**src/rtl/fifo_push_arb.sv**
```systemverilog
// Round-robin arbiter sharing the push side of one fifo_ctrl between N requesters,
// with bursts of up to MAX_BURST pushes per grant. Define FIFO_PUSH_ARB_FIXED_PRI_EN for fixed priority.
module fifo_push_arb #(
  parameter int N         = 4,
  parameter int DW        = 8,
  parameter int MAX_BURST = 4,
  localparam int IDW      = $clog2(N),
  localparam int BCW      = $clog2(MAX_BURST + 1)
) (
  input  logic            clk,
  input  logic            reset,
  input  logic [N-1:0]    req_valid,
  input  logic [N*DW-1:0] req_data,
  output logic [N-1:0]    req_ready,
  input  logic            fifo_full,
  output logic            fifo_push,
  output logic [DW-1:0]   fifo_wr_data,
  output logic [IDW-1:0]  grant_id,
  output logic            busy
);

  typedef enum logic {S_IDLE, S_BURST} state_t;

  state_t         r_state, w_state_nxt;
  logic [IDW-1:0] r_owner, w_owner_nxt, w_sel;
  logic [BCW-1:0] r_burst_cnt, w_burst_cnt_nxt;
  logic           r_busy;
  logic           w_grant_ok;
`ifndef FIFO_PUSH_ARB_FIXED_PRI_EN
  logic [IDW-1:0] r_rr_ptr, w_rr_ptr_nxt;
`endif

  // Explicit wrap so non-power-of-2 N rotates correctly.
  function automatic logic [IDW-1:0] f_next_idx(input logic [IDW-1:0] v);
    return (v == IDW'(N - 1)) ? '0 : v + IDW'(1);
  endfunction

  // NOTE: every always_comb output gets a default first so no latch is inferred.
  always_comb begin
    w_sel = r_owner;
    if (r_state == S_IDLE) begin
      w_sel = '0;
      // Scan from the far end so the nearest valid requester is assigned last and wins.
`ifdef FIFO_PUSH_ARB_FIXED_PRI_EN
      for (int i = N - 1; i >= 0; i--)
        if (req_valid[i]) w_sel = IDW'(i);
`else
      for (int k = N - 1; k >= 0; k--)
        if (req_valid[(int'(r_rr_ptr) + k) % N]) w_sel = IDW'((int'(r_rr_ptr) + k) % N);
`endif
    end
  end

  always_comb begin
    w_grant_ok = (r_state == S_IDLE) ? (|req_valid) : req_valid[r_owner];
    req_ready  = '0;
    if (!reset && w_grant_ok && !fifo_full) req_ready[w_sel] = 1'b1;
  end

  // Ready is only offered when the FIFO has room, so every push is accepted downstream.
  assign fifo_push    = |(req_valid & req_ready);
  assign fifo_wr_data = req_data[int'(w_sel) * DW +: DW];
  assign grant_id     = r_owner;
  assign busy         = r_busy;

  always_comb begin
    w_state_nxt     = r_state;
    w_owner_nxt     = r_owner;
    w_burst_cnt_nxt = r_burst_cnt;
`ifndef FIFO_PUSH_ARB_FIXED_PRI_EN
    w_rr_ptr_nxt    = r_rr_ptr;
`endif
    case (r_state)
      S_IDLE: begin
        if (fifo_push) begin
          w_owner_nxt     = w_sel;
          w_burst_cnt_nxt = BCW'(1);
          if (MAX_BURST == 1) begin
`ifndef FIFO_PUSH_ARB_FIXED_PRI_EN
            w_rr_ptr_nxt = f_next_idx(w_sel);
`endif
          end else begin
            w_state_nxt = S_BURST;
          end
        end
      end
      S_BURST: begin
        if (req_valid[r_owner] && !fifo_full) begin
          w_burst_cnt_nxt = r_burst_cnt + BCW'(1);
          if (r_burst_cnt + BCW'(1) == BCW'(MAX_BURST)) begin
`ifndef FIFO_PUSH_ARB_FIXED_PRI_EN
            w_rr_ptr_nxt = f_next_idx(r_owner);
`endif
            w_burst_cnt_nxt = '0;
            w_state_nxt     = S_IDLE;
          end
        end else if (!req_valid[r_owner]) begin
          // Owner dropped valid: give up the grant, costing one bubble cycle.
`ifndef FIFO_PUSH_ARB_FIXED_PRI_EN
          w_rr_ptr_nxt = f_next_idx(r_owner);
`endif
          w_burst_cnt_nxt = '0;
          w_state_nxt     = S_IDLE;
        end
      end
      default: w_state_nxt = S_IDLE;
    endcase
  end

  // NOTE: sequential state is updated with non-blocking assignments only.
  always_ff @(posedge clk) begin
    if (reset) begin
      r_state     <= S_IDLE;
      r_owner     <= '0;
      r_burst_cnt <= '0;
      r_busy      <= 1'b0;
`ifndef FIFO_PUSH_ARB_FIXED_PRI_EN
      r_rr_ptr    <= '0;
`endif
    end else begin
      r_state     <= w_state_nxt;
      r_owner     <= w_owner_nxt;
      r_burst_cnt <= w_burst_cnt_nxt;
      r_busy      <= (w_state_nxt == S_BURST);
`ifndef FIFO_PUSH_ARB_FIXED_PRI_EN
      r_rr_ptr    <= w_rr_ptr_nxt;
`endif
    end
  end

endmodule
```
**config.mk**
```make
export PLATFORM = sky130hd
export DESIGN_NAME = fifo_push_arb
export DESIGN_NICKNAME = d
export VERILOG_FILES = /design/src/rtl/fifo_push_arb.sv
export SDC_FILE = /design/constraint.sdc
export NUM_CORES = 1
export LEC_CHECK = 0
export BUFFER_PORTS_ARGS = -buffer_cell sky130_fd_sc_hd__buf_2
export CORE_MARGIN = 1.5
export CORE_UTILIZATION = 46
export DETAILED_ROUTE_END_ITERATION = 8
export PLACE_DENSITY = 0.85
export SLEW_MARGIN = 20
export SYNTH_ARGS = -nofsm -noshare
export SYNTH_HDL_FRONTEND = slang
export SYNTH_SLANG_ARGS = --single-unit
```
**constraint.sdc**
```tcl
create_clock -name clk -period 2.7 [get_ports clk]
set_clock_uncertainty 0.15 [all_clocks]
set_input_delay 0.27 -clock clk [delete_from_list [all_inputs] [get_ports clk]]
set_output_delay 0.27 -clock clk [all_outputs]
set_load 0.05 [all_outputs]
```
Word level (Yosys, flattened, before mapping)
Index checks and enable logic that the tools add are counted.
{"block": "classes", "reduce_logical": 14, "n_eq_ne": 6, "add_sub_neg": 5, "shift": 1, "n_lt_le_gt_ge": 7, "mux": 36, "bitwise": 5}
{"op": "variable part select 32 x 6 -> 8 bit", "count": 1}
{"op": "two-way mux 2 bit", "count": 9}
{"op": "two-way mux 1 bit", "count": 14}
{"op": "less-than comparator 3 x 4 -> 1 bit (second input constant)", "count": 3}
{"op": "two-way mux 3 bit", "count": 4}
{"op": "binary-select mux 1 bit (select 2 bit)", "count": 5}
{"op": "less-than comparator 2 x 3 -> 1 bit (second input constant)", "count": 3}
{"op": "OR reduction 4 bit", "count": 2}
{"op": "one-hot mux 3 bit (2 select lines)", "count": 1}
{"op": "OR reduction 2 bit", "count": 3}
{"op": "adder 2 x 1 -> 2 bit (second input constant)", "count": 2}
{"op": "adder 2 bit (second input constant)", "count": 2}
{"op": "AND 4 bit", "count": 1}
{"op": "logical AND 1 bit", "count": 4}
{"op": "two-way mux 4 bit", "count": 1}
{"op": "!= test 2 x 1 -> 1 bit (second input constant)", "count": 2}
{"op": "AND reduction 2 bit", "count": 2}
{"op": "adder 3 x 1 -> 3 bit (second input constant)", "count": 1}
{"op": "AND 1 bit (first input constant)", "count": 3}
{"op": "== test 3 bit (second input constant)", "count": 1}
{"op": "!= test 3 x 2 -> 1 bit (second input constant)", "count": 1}
{"op": "AND reduction 3 bit", "count": 1}
{"op": "demux 1 bit (select 2 bit)", "count": 1}
{"op": "== test 2 bit (second input constant)", "count": 1}
{"op": "other kinds (5)", "count": 6}
{"block": "word_totals", "reg_bits": 8, "in_bits": 39, "out_inout_bits": 16, "word_cells": 78}

Longest topological paths before layout
{"block": "depth", "depth_word": 20, "ltp_mapped": 8, "mapped_depth_nobuf": 6}

Least setup slack after synthesis
No wires, ideal clock.
{"block": "synth_timing", "path_kind": "register to output", "start": "register r_owner[1], in the netlist grant_id[1]", "end": "output port req_ready[1]", "stages_incl_launch_ff": 6, "path_buffers": 0, "setup_slack_ns": -0.490, "t_arrival_ns": 2.770, "required_ns": 2.280, "cell_sequence": "dfxtp_1 > mux4_2 > nor2_1 > a2111oi_4 > nand2_1 > nor2_1"}
{"block": "synth_via", "elab_chain_cells": 6, "elab_cells_between_ends": 12, "cone_classes": "order compare (2); mux (7); reduce/logical (3)"}
{"element": "from (decl)", "line": "25", "text": "logic [IDW-1:0] r_owner, w_owner_nxt, w_sel;"}
{"element": "from (signal assigned)", "line": "122", "text": "r_owner <= w_owner_nxt;"}
{"element": "two-way mux 2 bit or binary-select mux 1 bit (select 2 bit) (tied branches)", "line": "41, 55"}
{"element": "less-than comparator 2 x 3 -> 1 bit (not written as such), or another cell as far along", "line": "57", "text": "if (!reset && w_grant_ok && !fifo_full) req_ready[w_sel] = 1'b1;"}
{"element": "logical AND 1 bit (not written as such) or two-way mux 1 bit (tied branches)", "line": "57, 55"}
{"element": "two-way mux 1 bit (not written as such) or logical AND 1 bit (tied branches)", "line": "57"}
{"element": "demux 1 bit (select 2 bit) or logical AND 1 bit (tied branches)", "line": "57"}
{"element": "two-way mux 4 bit (*)", "line": "57"}
{"element": "to (decl)", "line": "14", "text": "output logic [N-1:0] req_ready,"}
Every way passes the cells marked *; elsewhere a longest branch is shown, timed or not. The select of a mux whose other input is x is not followed.

Worst setup path after layout
{"block": "layout_timing", "start": "register r_rr_ptr[0]", "end": "output port fifo_wr_data[1]"}
{"block": "layout_via", "elab_chain_cells": 10, "elab_cells_between_ends": 20, "cone_classes": "add/sub (3); shift (1); mux (16)"}
{"element": "from (decl)", "line": "30", "text": "logic [IDW-1:0] r_rr_ptr, w_rr_ptr_nxt;"}
{"element": "from (signal assigned)", "line": "126", "text": "r_rr_ptr <= w_rr_ptr_nxt;"}
{"element": "adder 2 bit", "line": "49", "text": "if (req_valid[(int'(r_rr_ptr) + k) % N]) w_sel = IDW'((int'(r_rr_ptr) + k) % N);"}
{"element": "binary-select mux 1 bit (select 2 bit)", "line": "49"}
{"element": "two-way mux 1 bit (not written as such) (2 in a row)", "line": "49"}
{"element": "two-way mux 2 bit (3 in a row)", "line": "49"}
{"element": "two-way mux 2 bit (*)", "line": "49"}
{"element": "two-way mux 2 bit (*)", "line": "41", "text": "if (r_state == S_IDLE) begin"}
{"element": "variable part select 32 x 6 -> 8 bit (*)", "line": "62", "text": "assign fifo_wr_data = req_data[int'(w_sel) * DW +: DW];"}
{"element": "to (decl)", "line": "17", "text": "output logic [DW-1:0] fifo_wr_data,"}
Marked as above.

==> summary.md <==
| Metric | Value |
|---|---|
| Number of levels in the clock H-tree | 1 |
| Number of inserted diodes | 0 |
| Power per cell area | ~420 nW/um2 |
| Internal power | 0.000297 W |
| Synth Register Bits | 8 |
| CTS tree | done |
| Root Buffer Master | sky130_fd_sc_hd__clkbuf_4 |
| Worst min-delay path category | in -> reg |
| Port buffer count | 54 |
| Max IR drop VDD | 0.376 mV |
| Required time of the critical path | between 2 and 2.5 ns |
| Net Count, Synth | 153 |
| Area of the die | 2190 um2 |
| Net Sw Power | around 0.00026 W |
| IO Pins | 55 |
| Avg Cell Area, Syn | about 8.0 um2 |
| Final setup violation count | 0 |
| Combinational cell fraction of total power | 59.9% |
| Placed Instance Area | 1270 um2 |
| Fill cell instance count of the final layout | between 150 and 200 |
| Startpoint kind of the worst setup timing path | register |
| Number of rows created at floorplan | 15 |
| Slew at the pin closest to its max-slew limit | 0.538 ns |
| Via Count | about 1100 |
| Total grt overflow | 0 |
| Final standard cell area without fillers | 1330 um2 |
| HPWL after detailed placement | approximately 2100 um |
| Switching fraction of total power | 47.1% |
| Cell leakage power | 0.624 nW |
| Proportion of layout cells with a drive suffix above 1 | 52.7% |
| Area grow syn2layout | 50.1% |
| Maximum clock frequency | around 390 MHz |
| Final standard cell count with taps included and fillers excluded | 194 |
| Pin count of the biggest net entering global routing | 19 |
| Critical Path Sink Type | primary output |
| Total Wirelength | about 2600 um |
| Post-layout utilization of the core | between 70% and 80% |
| Final count of hold timing violations | 0 |
| Clock-pin slew on the worst setup and hold paths | around 0.06 ns |
| Vias in the first global route | 974 |
| Setup tns final | 0 ns |
| Final worst-path setup slack | 0.148 ns |
| Start-to-end type of the worst setup path | reg -> out |
| Max-cap violations | 0 |
| Tcrit/Tclk final | between 90% and 100% |
| Max-slew violation count | 0 |
| Clk_lat worst skew | about 0.26 ns |
| Sequential area share after synthesis | between 10% and 20% |
| Global-route wire length before repair | between 4000 and 5000 um |
| Die extent in y | 46.8 um |
| Post-synthesis instance area | slightly below 900 um2 |
| Time the final worst path needs with I/O delays and setup | ~2.6 ns |
| Setup repair after global routing missed its margin | false |
| Synth Instances | 111 |
| Clock buffers created by TritonCTS | 3 |
| DIE WIDTH | 46.8 um |
| Initial drt markers | 31 |
| Post-detailed-route count of antenna-violating nets | 0 |
| Number of detailed-route iterations in the first pass | 4 |
| Core region area | ~1800 um2 |
| Mean routed wirelength per cell | ~13 um |
| Starting density of the core | 50.1% |
| Global-route total usage across every layer | 24.6% |
| Initial antenna violation count | 0 |
| Total of hold buffers inserted after clock tree synthesis | 0 |
| Final net count | 213 |
| Setup WS pre-CTS | 0.108 ns |
| Instance count after placement with tap cells included | 189 |
| Part of the power in registers | between 20% and 30% |
| Count of synthesis-stage warnings from yosys | 0 |
| Worst EP arrival | 2.13 ns |
| Final RePlAce weighted congestion | 0.752 |
| Maximum count of clock buffers along a single path | 2 |
| Clock sink count | 8 |
| Clock power frac | 16.6% |
| Count of different cell masters after synthesis | 33 |
| Critical Path Fanout Max | 18 |
| Vias per cell | 5.48 |
| Run status | finished, final reports clean |
| # DRC | 0 |
| Max_slew headroom | 63.8% |
[stage by stage]
step / total power (W) / hold WS [ns]
floorplan: 0.000377 / 0.315
global placement: 0.000446 / 0.334
detailed placement: 0.000456 / 0.355
CTS: 0.000563 / 0.192
global route: 0.000594 / 0.203
finish: 0.000561 / 0.195
[synthesized netlist by cell type]
cell	count	area (um2)
sky130_fd_sc_hd__buf_2	2	10.0
sky130_fd_sc_hd__o21ai_0	1	5.00
sky130_fd_sc_hd__dfxtp_1	8	160
sky130_fd_sc_hd__a2111oi_4	1	27.5
sky130_fd_sc_hd__o21a_1	1	7.51
sky130_fd_sc_hd__a2111oi_2	2	30.0
sky130_fd_sc_hd__nand2b_1	3	18.8
sky130_fd_sc_hd__nand2_1	14	52.6
sky130_fd_sc_hd__buf_6	1	11.3
sky130_fd_sc_hd__or4b_1	1	10.0
sky130_fd_sc_hd__nand3b_1	1	7.51
sky130_fd_sc_hd__o21ai_1	1	5.00
sky130_fd_sc_hd__mux2i_1	11	110
sky130_fd_sc_hd__nor2b_1	4	25.0
sky130_fd_sc_hd__a22oi_1	7	52.6
sky130_fd_sc_hd__a211oi_1	2	15.0
sky130_fd_sc_hd__xor2_1	1	8.76
sky130_fd_sc_hd__a32oi_1	1	8.76
sky130_fd_sc_hd__or3_1	2	12.5
sky130_fd_sc_hd__inv_1	3	11.3
sky130_fd_sc_hd__a21oi_2	1	8.76
sky130_fd_sc_hd__o41ai_4	1	27.5
sky130_fd_sc_hd__a21o_1	2	15.0
sky130_fd_sc_hd__clkbuf_1	2	7.51
sky130_fd_sc_hd__ha_1	3	37.5
sky130_fd_sc_hd__a22oi_2	1	12.5
sky130_fd_sc_hd__nor2b_4	1	13.8
sky130_fd_sc_hd__mux4_2	1	22.5
sky130_fd_sc_hd__nor3_1	5	25.0
sky130_fd_sc_hd__nor4_1	2	12.5
sky130_fd_sc_hd__nor2_1	13	48.8
sky130_fd_sc_hd__a21oi_1	11	55.1
sky130_fd_sc_hd__buf_4	1	7.51
[registers in the layout (all words and copies together) (netlist names)]
register and count:
r_burst_cnt 3, grant_id 2, r_rr_ptr 2, busy 1
[layout by cell type (no fill, tap or decap), types with 4 or more instances in the layout]
cell type,synthesis,final
sky130_fd_sc_hd__buf_2,2,54
sky130_fd_sc_hd__nand2_1,14,14
sky130_fd_sc_hd__a21oi_1,11,11
sky130_fd_sc_hd__mux2i_1,11,11
sky130_fd_sc_hd__nor2_1,13,9
sky130_fd_sc_hd__a22oi_2,1,8
sky130_fd_sc_hd__buf_4,1,6
sky130_fd_sc_hd__dfxtp_1,8,5
sky130_fd_sc_hd__nor2b_1,4,4
sky130_fd_sc_hd__nor2_4,0,4
sky130_fd_sc_hd__nor3_1,5,4
[cells by family after synthesis]
kind of cell | after synthesis | share of synthesized area [%]
flip-flops | 8 | 18.1
adder cells (fa/ha/maj) | 3 | 4.25
AND/OR/NAND/NOR | 46 | 25.6
buffers and inverters | 9 | 5.38
XOR/XNOR | 1 | 0.992
multiplexers | 12 | 15.0
AO/OA/AOI/OAI | 32 | 30.6
[final cells by class]
type,instances,area [um2],area share [%]
inverter,3,11.3,0.849
tap,25,31.3,2.36
multi-input combinational,94,762,57.5
timing repair buffer,61,335,25.3
sequential,8,164,12.4
clock buffer,3,22.5,1.70
[timing repair]
item,4_1_cts,5_1_grt
gates resized for setup,1,1
endpoints found under the setup margin,2,8
pin swaps,1,0
buffers inserted,2,0
cloned,0,0
[worst paths after layout]
kind,startpoint,endpoint,slack (ns),cells after the start
setup / recovery,r_rr_ptr[0],fifo_wr_data[1],0.15,7
hold / removal,reset,r_burst_cnt[1],0.19,2
setup reg to reg,grant_id[1],r_rr_ptr[0],0.83,4
hold reg to reg,r_burst_cnt[2],r_burst_cnt[2],0.36,2
[power by group through the flow]
stage / clock network [W] / logic, W / registers, W
global route: 0.000102 / 0.000359 / 0.000133
global placement: 0 / 0.000312 / 0.000134
CTS: 0.0000958 / 0.000336 / 0.000132
finish: 0.0000932 / 0.000336 / 0.000132
detailed placement: 0 / 0.000322 / 0.000134
floorplan: 0 / 0.000239 / 0.000138
[critical path: stages, from the launching register on]
cell and delay, ns:
sky130_fd_sc_hd__dfxtp_1 0.39, sky130_fd_sc_hd__nand2b_1 0.20, sky130_fd_sc_hd__a21oi_1 0.13, sky130_fd_sc_hd__o41ai_4 0.28, sky130_fd_sc_hd__buf_4 0.29, sky130_fd_sc_hd__a21oi_1 0.10, sky130_fd_sc_hd__a22oi_2 0.20, sky130_fd_sc_hd__buf_2 0.29
[routing by layer]
layer,global-route usage (%),vias up,routed length [um]
li1,-,529,-
met1,31.9,506,1040
met2,43.0,26,1430
met3,4.62,2,76
met4,4.44,0,21
met5,0,-,0
(Power assumes the default switching activity.)
